File: src/rtl/mips_decode_ctrl.sv
// -----------------------------------------------------------------------------
// mips_decode_ctrl
//   Multi-cycle decode/control stage sitting in front of the datapath `dp`.
//   Accepts one 32-bit MIPS instruction per valid/ready handshake, decodes the
//   R-type (AND/OR/ADD/SUB/SLT/NOR) and I-type (ANDI/ORI/ADDI/SLTI) ALU subset,
//   drives the datapath for EXEC_CYCLES cycles, then samples the datapath flags
//   to gate the register write-back.
//
// Parameters
//   EXEC_CYCLES  cycles the datapath inputs are held before flags are sampled
//                (legal range 1..15)
//
// Ports
//   clk, rst          clock (rising edge), asynchronous active-high reset
//   instr             instruction word, qualified by instr_valid
//   instr_valid       upstream has an instruction
//   instr_ready       stage can accept an instruction (high only in IDLE)
//   read1, read2      rs / rt register addresses to the datapath
//   write_reg         destination register to the datapath
//   alu_op            4-bit ALU control to the datapath
//   inm               16-bit immediate to the datapath
//   sel               operand select: 0 = register B, 1 = immediate
//   zero, overflow    datapath flags, sampled at the end of the last EXEC cycle
//   reg_write         one-cycle write-enable pulse in WB
//   done              one-cycle pulse when an instruction retires or traps
//   ovf_exc           one-cycle pulse: signed overflow, write suppressed
//   illegal           one-cycle pulse: unsupported encoding, no write
//
// Optional feature (macro DECODE_CTRL_PERF_CNT_EN)
//   retired_cnt, trap_cnt, busy_cycles: 32-bit wrapping performance counters.
// -----------------------------------------------------------------------------
module mips_decode_ctrl #(
  parameter int unsigned EXEC_CYCLES = 1
) (
  input  logic        clk,
  input  logic        rst,
  input  logic [31:0] instr,
  input  logic        instr_valid,
  output logic        instr_ready,
  output logic [4:0]  read1,
  output logic [4:0]  read2,
  output logic [4:0]  write_reg,
  output logic [3:0]  alu_op,
  output logic [15:0] inm,
  output logic        sel,
  input  logic        zero,
  input  logic        overflow,
  output logic        reg_write,
  output logic        done,
  output logic        ovf_exc,
  output logic        illegal
`ifdef DECODE_CTRL_PERF_CNT_EN
  ,
  output logic [31:0] retired_cnt,
  output logic [31:0] trap_cnt,
  output logic [31:0] busy_cycles
`endif
);

  localparam int unsigned REG_W = 5;
  localparam int unsigned OP_W  = 4;
  localparam int unsigned IMM_W = 16;
  localparam int unsigned CNT_W = 4;

  localparam logic [5:0] OPC_RTYPE = 6'h00;
  localparam logic [5:0] OPC_ADDI  = 6'h08;
  localparam logic [5:0] OPC_SLTI  = 6'h0A;
  localparam logic [5:0] OPC_ANDI  = 6'h0C;
  localparam logic [5:0] OPC_ORI   = 6'h0D;

  localparam logic [5:0] FN_ADD = 6'h20;
  localparam logic [5:0] FN_SUB = 6'h22;
  localparam logic [5:0] FN_AND = 6'h24;
  localparam logic [5:0] FN_OR  = 6'h25;
  localparam logic [5:0] FN_NOR = 6'h27;
  localparam logic [5:0] FN_SLT = 6'h2A;

  localparam logic [OP_W-1:0] ALU_AND = 4'b0000;
  localparam logic [OP_W-1:0] ALU_OR  = 4'b0001;
  localparam logic [OP_W-1:0] ALU_ADD = 4'b0010;
  localparam logic [OP_W-1:0] ALU_SUB = 4'b0110;
  localparam logic [OP_W-1:0] ALU_SLT = 4'b0111;
  localparam logic [OP_W-1:0] ALU_NOR = 4'b1100;

  typedef enum logic [1:0] {
    IDLE,
    DECODE,
    EXEC,
    WB
  } state_t;

  // Result of decoding the incoming instruction word.
  typedef struct packed {
    logic              legal;
    logic              arith;      // ADD/SUB/ADDI: overflow traps
    logic              sel;
    logic [REG_W-1:0]  write_reg;
    logic [OP_W-1:0]   alu_op;
  } dec_t;

  state_t             state_q, state_d;
  logic [CNT_W-1:0]   cnt_q, cnt_d;
  logic               bad_q, bad_d;
  logic               arith_q, arith_d;

  logic               instr_ready_d;
  logic [REG_W-1:0]   read1_d, read2_d, write_reg_d;
  logic [OP_W-1:0]    alu_op_d;
  logic [IMM_W-1:0]   inm_d;
  logic               sel_d;
  logic               reg_write_d, done_d, ovf_exc_d, illegal_d;

  dec_t               dec_c;

  // The zero flag is forwarded by the datapath but never changes the outcome.
  logic               unused_zero;
  assign unused_zero = zero;

  // Instruction decode straight from the input word; used at the handshake.
  always_comb begin
    dec_c = '0;
    unique case (instr[31:26])
      OPC_RTYPE: begin
        dec_c.legal     = 1'b1;
        dec_c.sel       = 1'b0;
        dec_c.write_reg = instr[15:11];
        unique case (instr[5:0])
          FN_AND:  dec_c.alu_op = ALU_AND;
          FN_OR:   dec_c.alu_op = ALU_OR;
          FN_NOR:  dec_c.alu_op = ALU_NOR;
          FN_SLT:  dec_c.alu_op = ALU_SLT;
          FN_ADD: begin
            dec_c.alu_op = ALU_ADD;
            dec_c.arith  = 1'b1;
          end
          FN_SUB: begin
            dec_c.alu_op = ALU_SUB;
            dec_c.arith  = 1'b1;
          end
          default: dec_c.legal = 1'b0;
        endcase
      end
      OPC_ANDI, OPC_ORI, OPC_ADDI, OPC_SLTI: begin
        dec_c.legal     = 1'b1;
        dec_c.sel       = 1'b1;
        dec_c.write_reg = instr[20:16];
        unique case (instr[31:26])
          OPC_ANDI: dec_c.alu_op = ALU_AND;
          OPC_ORI:  dec_c.alu_op = ALU_OR;
          OPC_ADDI: begin
            dec_c.alu_op = ALU_ADD;
            dec_c.arith  = 1'b1;
          end
          default:  dec_c.alu_op = ALU_SLT;
        endcase
      end
      default: dec_c = '0;
    endcase
  end

  // Next-state and next-output logic; datapath outputs hold unless reloaded.
  always_comb begin
    state_d       = state_q;
    cnt_d         = cnt_q;
    bad_d         = bad_q;
    arith_d       = arith_q;
    instr_ready_d = instr_ready;
    read1_d       = read1;
    read2_d       = read2;
    write_reg_d   = write_reg;
    alu_op_d      = alu_op;
    inm_d         = inm;
    sel_d         = sel;
    reg_write_d   = 1'b0;
    done_d        = 1'b0;
    ovf_exc_d     = 1'b0;
    illegal_d     = 1'b0;

    case (state_q)
      IDLE: begin
        instr_ready_d = 1'b1;
        if (instr_valid && instr_ready) begin
          state_d       = DECODE;
          instr_ready_d = 1'b0;
          read1_d       = instr[25:21];
          read2_d       = instr[20:16];
          inm_d         = instr[15:0];
          write_reg_d   = dec_c.write_reg;
          alu_op_d      = dec_c.alu_op;
          sel_d         = dec_c.sel;
          bad_d         = ~dec_c.legal;
          arith_d       = dec_c.arith;
        end
      end
      DECODE: begin
        if (bad_q) begin
          // Unsupported encodings skip EXEC and trap directly in WB.
          state_d   = WB;
          illegal_d = 1'b1;
          done_d    = 1'b1;
        end else begin
          state_d = EXEC;
          cnt_d   = CNT_W'(EXEC_CYCLES - 1);
        end
      end
      EXEC: begin
        if (cnt_q == '0) begin
          // Last EXEC edge: the flags seen here decide the WB outcome.
          state_d = WB;
          done_d  = 1'b1;
          if (arith_q && overflow) begin
            ovf_exc_d = 1'b1;
          end else begin
            reg_write_d = (write_reg != '0);
          end
        end else begin
          cnt_d = cnt_q - CNT_W'(1);
        end
      end
      WB: begin
        state_d       = IDLE;
        instr_ready_d = 1'b1;
      end
      default: state_d = IDLE;
    endcase
  end

  // State and registered outputs.
  always_ff @(posedge clk or posedge rst) begin
    if (rst) begin
      state_q     <= IDLE;
      cnt_q       <= '0;
      bad_q       <= 1'b0;
      arith_q     <= 1'b0;
      instr_ready <= 1'b1;
      read1       <= '0;
      read2       <= '0;
      write_reg   <= '0;
      alu_op      <= '0;
      inm         <= '0;
      sel         <= 1'b0;
      reg_write   <= 1'b0;
      done        <= 1'b0;
      ovf_exc     <= 1'b0;
      illegal     <= 1'b0;
    end else begin
      state_q     <= state_d;
      cnt_q       <= cnt_d;
      bad_q       <= bad_d;
      arith_q     <= arith_d;
      instr_ready <= instr_ready_d;
      read1       <= read1_d;
      read2       <= read2_d;
      write_reg   <= write_reg_d;
      alu_op      <= alu_op_d;
      inm         <= inm_d;
      sel         <= sel_d;
      reg_write   <= reg_write_d;
      done        <= done_d;
      ovf_exc     <= ovf_exc_d;
      illegal     <= illegal_d;
    end
  end

`ifdef DECODE_CTRL_PERF_CNT_EN
  // Performance counters, all wrapping modulo 2^32.
  always_ff @(posedge clk or posedge rst) begin
    if (rst) begin
      retired_cnt <= '0;
      trap_cnt    <= '0;
      busy_cycles <= '0;
    end else begin
      if (state_q != IDLE) begin
        busy_cycles <= busy_cycles + 32'd1;
      end
      if ((state_q == WB) && (reg_write || (done && !illegal && !ovf_exc))) begin
        retired_cnt <= retired_cnt + 32'd1;
      end
      if ((state_q == WB) && (illegal || ovf_exc)) begin
        trap_cnt <= trap_cnt + 32'd1;
      end
    end
  end
`endif

endmodule

File: config.mk
export PLATFORM = sky130hd
export DESIGN_NAME = mips_decode_ctrl
export DESIGN_NICKNAME = d
export VERILOG_FILES = /design/src/rtl/mips_decode_ctrl.sv
export SDC_FILE = /design/constraint.sdc
export NUM_CORES = 1
export LEC_CHECK = 0
export ABC_AREA = 1
export BUFFER_PORTS_ARGS = -buffer_cell sky130_fd_sc_hd__buf_2
export CAP_MARGIN = 20
export CORE_MARGIN = 2
export CORE_UTILIZATION = 44
export DETAILED_ROUTE_END_ITERATION = 8
export PLACE_DENSITY = 0.68
export SYNTH_ARGS = -nofsm -noshare
export SYNTH_HDL_FRONTEND = slang
export SYNTH_SLANG_ARGS = --single-unit
File: constraint.sdc
create_clock -name clk -period 1.65 [get_ports clk]
set_input_delay 0.0825 -clock clk [delete_from_list [all_inputs] [get_ports clk]]
set_output_delay 0.0825 -clock clk [all_outputs]
set_load 0.01 [all_outputs]
## Yosys cells after proc, flatten, opt, wreduce, memory -nomap -nowiden

Index checks and enable logic that the tools add are counted.
Widths: inputs -> output; s select.

| cells by class | value |
|---|---|
| add/subtract/negate cells | 1 |
| multiply operators | 0 |
| divide/modulo/power cells | 0 |
| order comparisons | 0 |
| eq/ne operators | 17 |
| shift-type cells | 0 |
| mux-type cells | 25 |
| bitwise operators | 1 |
| reduce and logical (&&, ||, !) cells | 14 |

Operators by type and width:

| operator | count |
|---|---|
| $eq 6x6->1 const B | 6 |
| $eq 6x4->1 const B | 4 |
| $pmux 12 s2 | 1 |
| $pmux 4 s5 | 1 |
| $mux 1 | 14 |
| $pmux 3 s3 | 1 |
| $mux 4 | 2 |
| $ne 2x2->1 const B | 4 |
| $pmux 2 s4 | 1 |
| $pmux 4 s2 | 1 |
| $logic_not 6->1 | 1 |
| $reduce_or 6->1 | 1 |
| $reduce_bool 5->1 | 1 |
| $eq 2x2->1 const B | 2 |
| $logic_not 4->1 | 1 |
| $mux 2 | 2 |
| $pmux 1 s2 | 2 |
| $reduce_and 2->1 | 2 |
| $reduce_bool 2->1 | 2 |
| $reduce_or 4->1 | 1 |
| $sub 4x1->4 const B | 1 |
| $reduce_and 3->1 | 1 |
| $eq 2x1->1 const B | 1 |
| $logic_and 1x1->1 | 2 |
| other kinds (3) | 3 |

| storage, ports and cells | value |
|---|---|
| register bits after elaboration | 49 |
| bits in latches | 0 |
| RAM bits | 0 |
| memory bits (read-only) | 0 |
| input bits | 37 |
| output and inout port bits | 41 |
| logic and storage cells | 73 |
| memories kept | 0 |

## Logic depth before layout (Yosys ltp)

Gate-level depths: netlist of run 1.

| logic depth | value |
|---|---|
| depth after elaboration | 5 |
| mapped depth | 9 |
| gate-level depth less buffers | 9 |

## Worst setup path after synthesis of run 1

Ideal clock, no wire load.

| timing path | value |
|---|---|
| path type | reg-to-reg |
| start | reg state_q[0] |
| end | reg read2[0] |
| library setup time | 0.125 ns |
| arrival | 1.298 ns |
| data required time | 1.525 ns |
| setup slack | 0.227 ns |
| cell stages (with the launch flop) | 7 |
| path buffers | 1 |
| clock period less this slack | 1.423 ns |
| cell sequence | dfrtp_1 > inv_1 > ha_1 > inv_2 > nor2_4 > buf_6 > mux2_2 |

| on the way | value |
|---|---|
| longest elaborated chain between the ends | 2 |

RTL lines:

| what | RTL line | text |
|---|---|---|
| from (decl) | 101 | `state_t state_q, state_d;` |
| from (signal assigned) | 247 | `state_q <= state_d;` |
| $logic_not 2->1 | 179 | `case (state_q)` |
| $reduce_and 2->1 (no line) | n/a |  |
| to (signal assigned) | 253 | `read2 <= read2_d;` |
| to (decl) | 41 | `output logic [4:0] read2,` |

No other way between the ends.
A chain may end at the register's enable or synchronous reset.

## Final worst setup path of run 1

| timing path | value |
|---|---|
| start | reg state_q[0] |
| end | reg read2[1] |

Same word-level chain as after synthesis.

==> flow_summary.toml, run 1 <==
[layout]
fillers = 477
drive_gt1_share_pct = 31.6
fin_nets = 403
seqCellArea_um2 = 1230
multi_input_area_um2 = 935
largest_register = "inm"
area_growth_pct = 29.7
largest_register_ffs = 16
utilization_pct = 59.3
antenna_cells = 0
final_common_cell = "nand2_1"
mostFrequentLayoutCells = "98 x nand2_1, 76 x buf_2, 48 x dfrtp_1, 22 x inv_1, 15 x nor2_1"
final_cell_count_no_fill = 431

[synthesis]
yosysTopAreaCellShare_pct = 51.4
seq_area_frac_synth_pct = 52.5
netlist_instances = 265
synth_xor_area_share_pct = 0
yosys_warnings = 0
syn_avg_cell_area_um2 = 8.82
synth_top_cells_by_area = "dfrtp_1 51%, nand2_1 16%, inv_1 3.7%"
synth-simple-area-share_pct = 27.2
synth_edf_count = 0
syn_area_um2 = 2340
synthMuxAreaShare_pct = 1.93
syn_nets = 308
synth_top_family_by_area = "simple AND/OR/NAND/NOR gates"
synth_ff_type = "dfrtp_1"
ys_ff_latch = 49
synth_compound_area_share_pct = 7.66
async_flop_share_pct = 100
synth.distinct_cells = 31
yosys.area.top_type = "dfrtp_1"
synth-adder-area-share_pct = 3.21

[detailed_routing]
vias_per_cell = 4.64
wl_per_cell_um = 11.6
dr.pass1.iters = 4
drc = 0
num_vias = 1999
wl_um = 4980
drt_iter0_markers = 103
ant_nets = 0

[clock_network]
clock_latency_ps = 310
cts_root_buf = "clkbuf_8"
cts_buffer_depth = 2
htree_num_levels = 2
cts_tree = "built"
clock_sinks = 49
cts_made_buffers = 5
path_clk_slew_ps = 90

[floorplanning]
die_area_um2 = 5910
initial_utilization_pct = 45.8
fp.dieH_um = 76.9
placementRows = 26
die_w_um = 76.9
core_um2 = 5110
pin_count = 78

[timing]
tns_ps = 0
max_freq_mhz = 649
period_needed_ps = 1540
slew_headroom_pct = 68.8
rsz0062_at_grt = "no"
worst_hold_slack_ps = 11.5
hold_viol_final = 0
finalCritPeriodShare_pct = 93.4
fin_worst_skew_ps = 10.3
worstMarginPinSlew_ps = 468
setup_viol = 0
finalMaxSlewViolations = 0

[worst_setup_path]
cp-start-kind = "flop"
crit_arrival_ps = 1730
crit_type = "flop to flop"
worstSetupEndpointType = "flop"
max_stage_delay_ps = 390
cpMaxStageDelayCell = "dfrtp_1"
cp_max_fo = 28
crit_path_cell_trace = "inv_1 > ha_1 > inv_2 > nor2_4 > buf_12 > mux2_2"
required_ps = 1840

[global_route]
track_usage_pct = 18.3
antenna_found_initial = 0
grt_pass1_wl_um = 8700
gr-usage-met3_pct = 5.29
met1_usage_pct = 22.8
grt_pass1_vias = 1988
gr-total-overflow = 0
met2_usage_pct = 31.2
grt.busiest_layer = "met2"
grt_max_degree = 38

[placement]
place_congestion = 0.750
numPortBuffers = 76
place_inst = 410
hpwl_um = 3610

[power_and_ir_drop]
p_per_area_nw_per_um2 = 1520
ir_drop_mv = 0.866
p_leak_nw = 1.68

[min_path]
hp-class = "input pin to flop"

[status]
status = "completed"

[flow_run]
max-cap-violations = 0
[final timing paths]
kind / start / to / slack, ps / cells past startpoint
setup / recovery: state_q[0]$_DFFE_PP0P_ / read2[1]$_DFFE_PP0P_ / 110 / 6
hold / removal: instr[14] / inm[14]$_DFFE_PP0P_ / 10 / 3
setup reg to reg: state_q[0]$_DFFE_PP0P_ / read2[1]$_DFFE_PP0P_ / 110 / 6
hold reg to reg: read1[3]$_DFFE_PP0P_ / read1[3]$_DFFE_PP0P_ / 470 / 2
max in group asynchronous: rst / instr_ready$_DFFE_PP1P_ / 730 / 4
min in group asynchronous: rst / read1[4]$_DFFE_PP0P_ / 350 / 3
[kinds of logic after synthesis]
family | after synthesis
and+or+nand+nor | 144
AOI/OAI and AO/OA | 29
buffers and inverters | 33
muxes | 4
DFF | 49
adders and majority gates | 6
[synthesized netlist by cell type, drive strengths merged (3+ instances only)]
master and number:
nand2 101, dfrtp 48, inv 26, nor2 19
nand3 16, o21ai 15, buf 7, a21oi 6
ha 6, o211ai 6, mux2 4, nand4 3
or2 3
[layer usage]
metal | up-vias | wire length, um | part of all wire (%)
met5 | - | 0 | 0
met4 | 0 | 40 | 0.80
met3 | 4 | 321 | 6.4
met2 | 57 | 2350 | 47
met1 | 905 | 2280 | 46
li1 | 1033 | - | -
[power breakdown]
group / internal [mW] / leakage, nW / switching [mW]
Clock: 0.349 / 0.0518 / 0.430
Sequential: 1.64 / 0.626 / 0.231
Combinational: 0.813 / 0.998 / 1.13
[cell type report]
cell class              count  share of cell area [%]
clock buffers               6                    2.73
clock inverters             2                   0.578
inverters                  26                    3.30
multi-input cells         183                    30.8
flip-flops and latches     49                    40.5
well taps                  70                    2.89
repair buffers             95                    19.2
[metrics by stage]
step	instance area, um^2	worst slack, ps	power (mW)
final	3030	108	4.60
after floorplan	2340	227	3.17
after CTS	3020	-26.0	4.63
after detailed placement	2790	-11.8	3.82
after global placement	2790	43.9	3.77
after global routing	3030	13.4	5.01
[critical path: cells and delay by family (launching register included)]
kind	cells	cell delay [ps]
adders and majority gates	1	190
buffers and inverters	3	330
DFF	1	390
muxes	1	350
and+or+nand+nor	1	160
[what timing repair did]
action | CTS | global route
resized for setup | 0 | 5
pin swaps | 0 | 0
hold buffers | 13 | 0
setup buffers | 0 | 0
endpoints found under the setup margin | 2 | 21
endpoints found under the hold margin | 33 | 0
Power figures use the tool's default switching activity.
==> run 2, diff against run 1 <==
Settings changed: PLACE_DENSITY 0.68 to 0.71, SETUP_SLACK_MARGIN set to 0.05.
==> run 2 against run 1 <==
  * Hold slack got worse by 1.3 ps
  * Combinational power increased by 12%
  * Clock power increased by 11%
  * Non-clock buffer count increased by 7
  * Sequential share of layout area decreased by 1.6 points
  * Final area increased by 4.2%
  * Clock skew decreased by 5.3 ps
  * Die area unchanged
  * Final cell count increased by 1.9%
  * First-iteration DRC count increased by 3.9%
  * Flip-flop and latch count unchanged
  * Fmax decreased by 1.8%
==> flow_summary.toml, run 2 (synthesized netlist as in run 1, its figures left out) <==
[status]
status = "completed"

[layout]
antenna_cells = 0
fillers = 455
utilization_pct = 61.8
largest_register_ffs = 16
final_common_cell = "nand2_1"
mostFrequentLayoutCells = "98 x nand2_1, 76 x buf_2, 48 x dfrtp_1, 20 x inv_1, 15 x nor2_1"
largest_register = "inm"
drive_gt1_share_pct = 33.9
finish.instance_area_um2 = 3160
area_growth_pct = 35.1
fin_nets = 411

[worst_setup_path]
cp_top_family = "flip-flops"
r2r_slack_ps = 80
crit_type = "flop to flop"
cp-start-kind = "flop"
critPathBufInv = 3
max_stage_delay_ps = 430
path_depth = 6
cpMaxStageDelayCell = "dfrtp_1"
worstSetupEndpointType = "flop"
crit_path_cell_trace = "inv_2 > ha_4 > inv_2 > nor2_4 > buf_12 > mux2_2"
crit_top_cell = "inv_2"
reg2reg_depth = 6
cp_max_fo = 7
required_ps = 1850
crit_arrival_ps = 1770

[clock_network]
clock_sinks = 49
cts_buffer_depth = 2
htree_num_levels = 2
cts_tree = "built"
cts_made_buffers = 5
clock_latency_ps = 300
path_clk_slew_ps = 90
cts_root_buf = "clkbuf_8"

[timing]
finalMaxSlewViolations = 0
period_needed_ps = 1570
hold_viol_final = 0
worstMarginPinSlew_ps = 430
finalCritPeriodShare_pct = 95.1
setup_viol = 0
fin_worst_skew_ps = 5.02
rsz0062_at_grt = "yes"
slew_headroom_pct = 71.3
tns_ps = 0
max_freq_mhz = 637

[floorplanning]
initial_utilization_pct = 45.8
core_um2 = 5110
pin_count = 78
die_area_um2 = 5910
die_w_um = 76.9
fp.dieH_um = 76.9
placementRows = 26

[placement]
numPortBuffers = 76
placed_area_um2 = 2810
hpwl_um = 3770
place_congestion = 0.813

[power_and_ir_drop]
ir_drop_mv = 1.03
p_int_mw = 3.07
seqPwrFrac_pct = 38.4
switching_share_pct = 37.9
clockPowerShare_pct = 17.6
p_leak_nw = 1.74
power_frac_comb_pct = 44.1
p_sw_mw = 1.87
p_per_area_nw_per_um2 = 1560

[flow_run]
max-cap-violations = 0

[global_route]
grt_pass1_wl_um = 9160
antenna_found_initial = 0
grt_max_degree = 31
grt_pass1_vias = 1999
gr-total-overflow = 0
track_usage_pct = 19.0

[detailed_routing]
num_vias = 2117
wl_per_cell_um = 12.6
drt_iter0_markers = 107
dr.pass1.iters = 4
vias_per_cell = 4.82
wl_um = 5510
ant_nets = 0
drc = 0

[min_path]
worst_hold_path.num_cells = 3
hp-class = "input pin to flop"
## run 2: changes by cell type in the layout (fill, tap and decap cells not counted), sizes merged
| cell | change |
|---|---|
| buf | +7 |
| dlygate4sd3 | -1 |
| clkbuf | +1 |
| bufinv | +1 |
## run 2: worst register-to-register path: cells and delay by family, from the launching register on
family,cells,cell delay [ps]
DFF,1,430
muxes,1,330
buffers and inverters,3,320
and+or+nand+nor,1,260
adders and majority gates,1,130
## run 2: what timing repair did
| item | CTS | global route |
|---|---|---|
| gates cloned | 0 | 2 |
| setup buffers | 0 | 6 |
| endpoints found under the setup margin | 9 | 26 |
| gates resized for setup | 2 | 12 |
| pin swaps | 0 | 3 |
| hold buffers | 12 | 0 |
| endpoints found under the hold margin | 30 | 0 |
## run 2: stage by stage
| step | worst slack, ps | std cells | power, mW | hold slack [ps] |
|---|---|---|---|---|
| global placement | 69.9 | 411 | 3.77 | 106 |
| floorplan | 227 | 265 | 3.17 | 199 |
| global route | 23.0 | 439 | 5.31 | 10.5 |
| finish | 80.2 | 439 | 4.93 | 10.1 |
| CTS | 24.5 | 431 | 4.73 | 7.22 |
| detailed placement | 24.8 | 411 | 3.83 | 110 |
## run 2: worst paths after layout
| kind | from | end |
|---|---|---|
| min | instr[11] | inm[11]$_DFFE_PP0P_ |
| min reg2reg | read1[1]$_DFFE_PP0P_ | read1[1]$_DFFE_PP0P_ |
| max reg2reg | state_q[0]$_DFFE_PP0P_ | read2[1]$_DFFE_PP0P_ |
| max in group asynchronous | rst | instr_ready$_DFFE_PP1P_ |
| min in group asynchronous | rst | inm[6]$_DFFE_PP0P_ |
| max | state_q[0]$_DFFE_PP0P_ | read2[1]$_DFFE_PP0P_ |
## run 2: cell type report
| type | count | area, um^2 | share of cell area (%) |
|---|---|---|---|
| sequential | 49 | 1230 | 38.9 |
| multi-input combinational | 183 | 955 | 30.2 |
| timing repair buffer | 102 | 664 | 21.0 |
| inverter | 26 | 105 | 3.33 |
| tap | 70 | 87.6 | 2.77 |
| clock buffer | 6 | 72.6 | 2.30 |
| clock inverter | 2 | 38.8 | 1.23 |
| timing repair inverter | 1 | 6.26 | 0.198 |
## run 2: per-layer routing
metal  up-vias  track usage (%)  wire (um)
li1       1045                -          -
met1      1006             24.8       2390
met2        61             31.2       2760
met3         5             4.71        316
met4         0             5.82         44
met5         -                0          0
## run 2: power groups by stage
stage / Combinational, mW / Clock (mW) / Sequential (mW)
finish: 2.17 / 0.866 / 1.89
global route: 2.44 / 0.919 / 1.95
CTS: 1.97 / 0.878 / 1.89
detailed placement: 1.93 / 0 / 1.90
global placement: 1.87 / 0 / 1.90
floorplan: 1.10 / 0 / 2.07
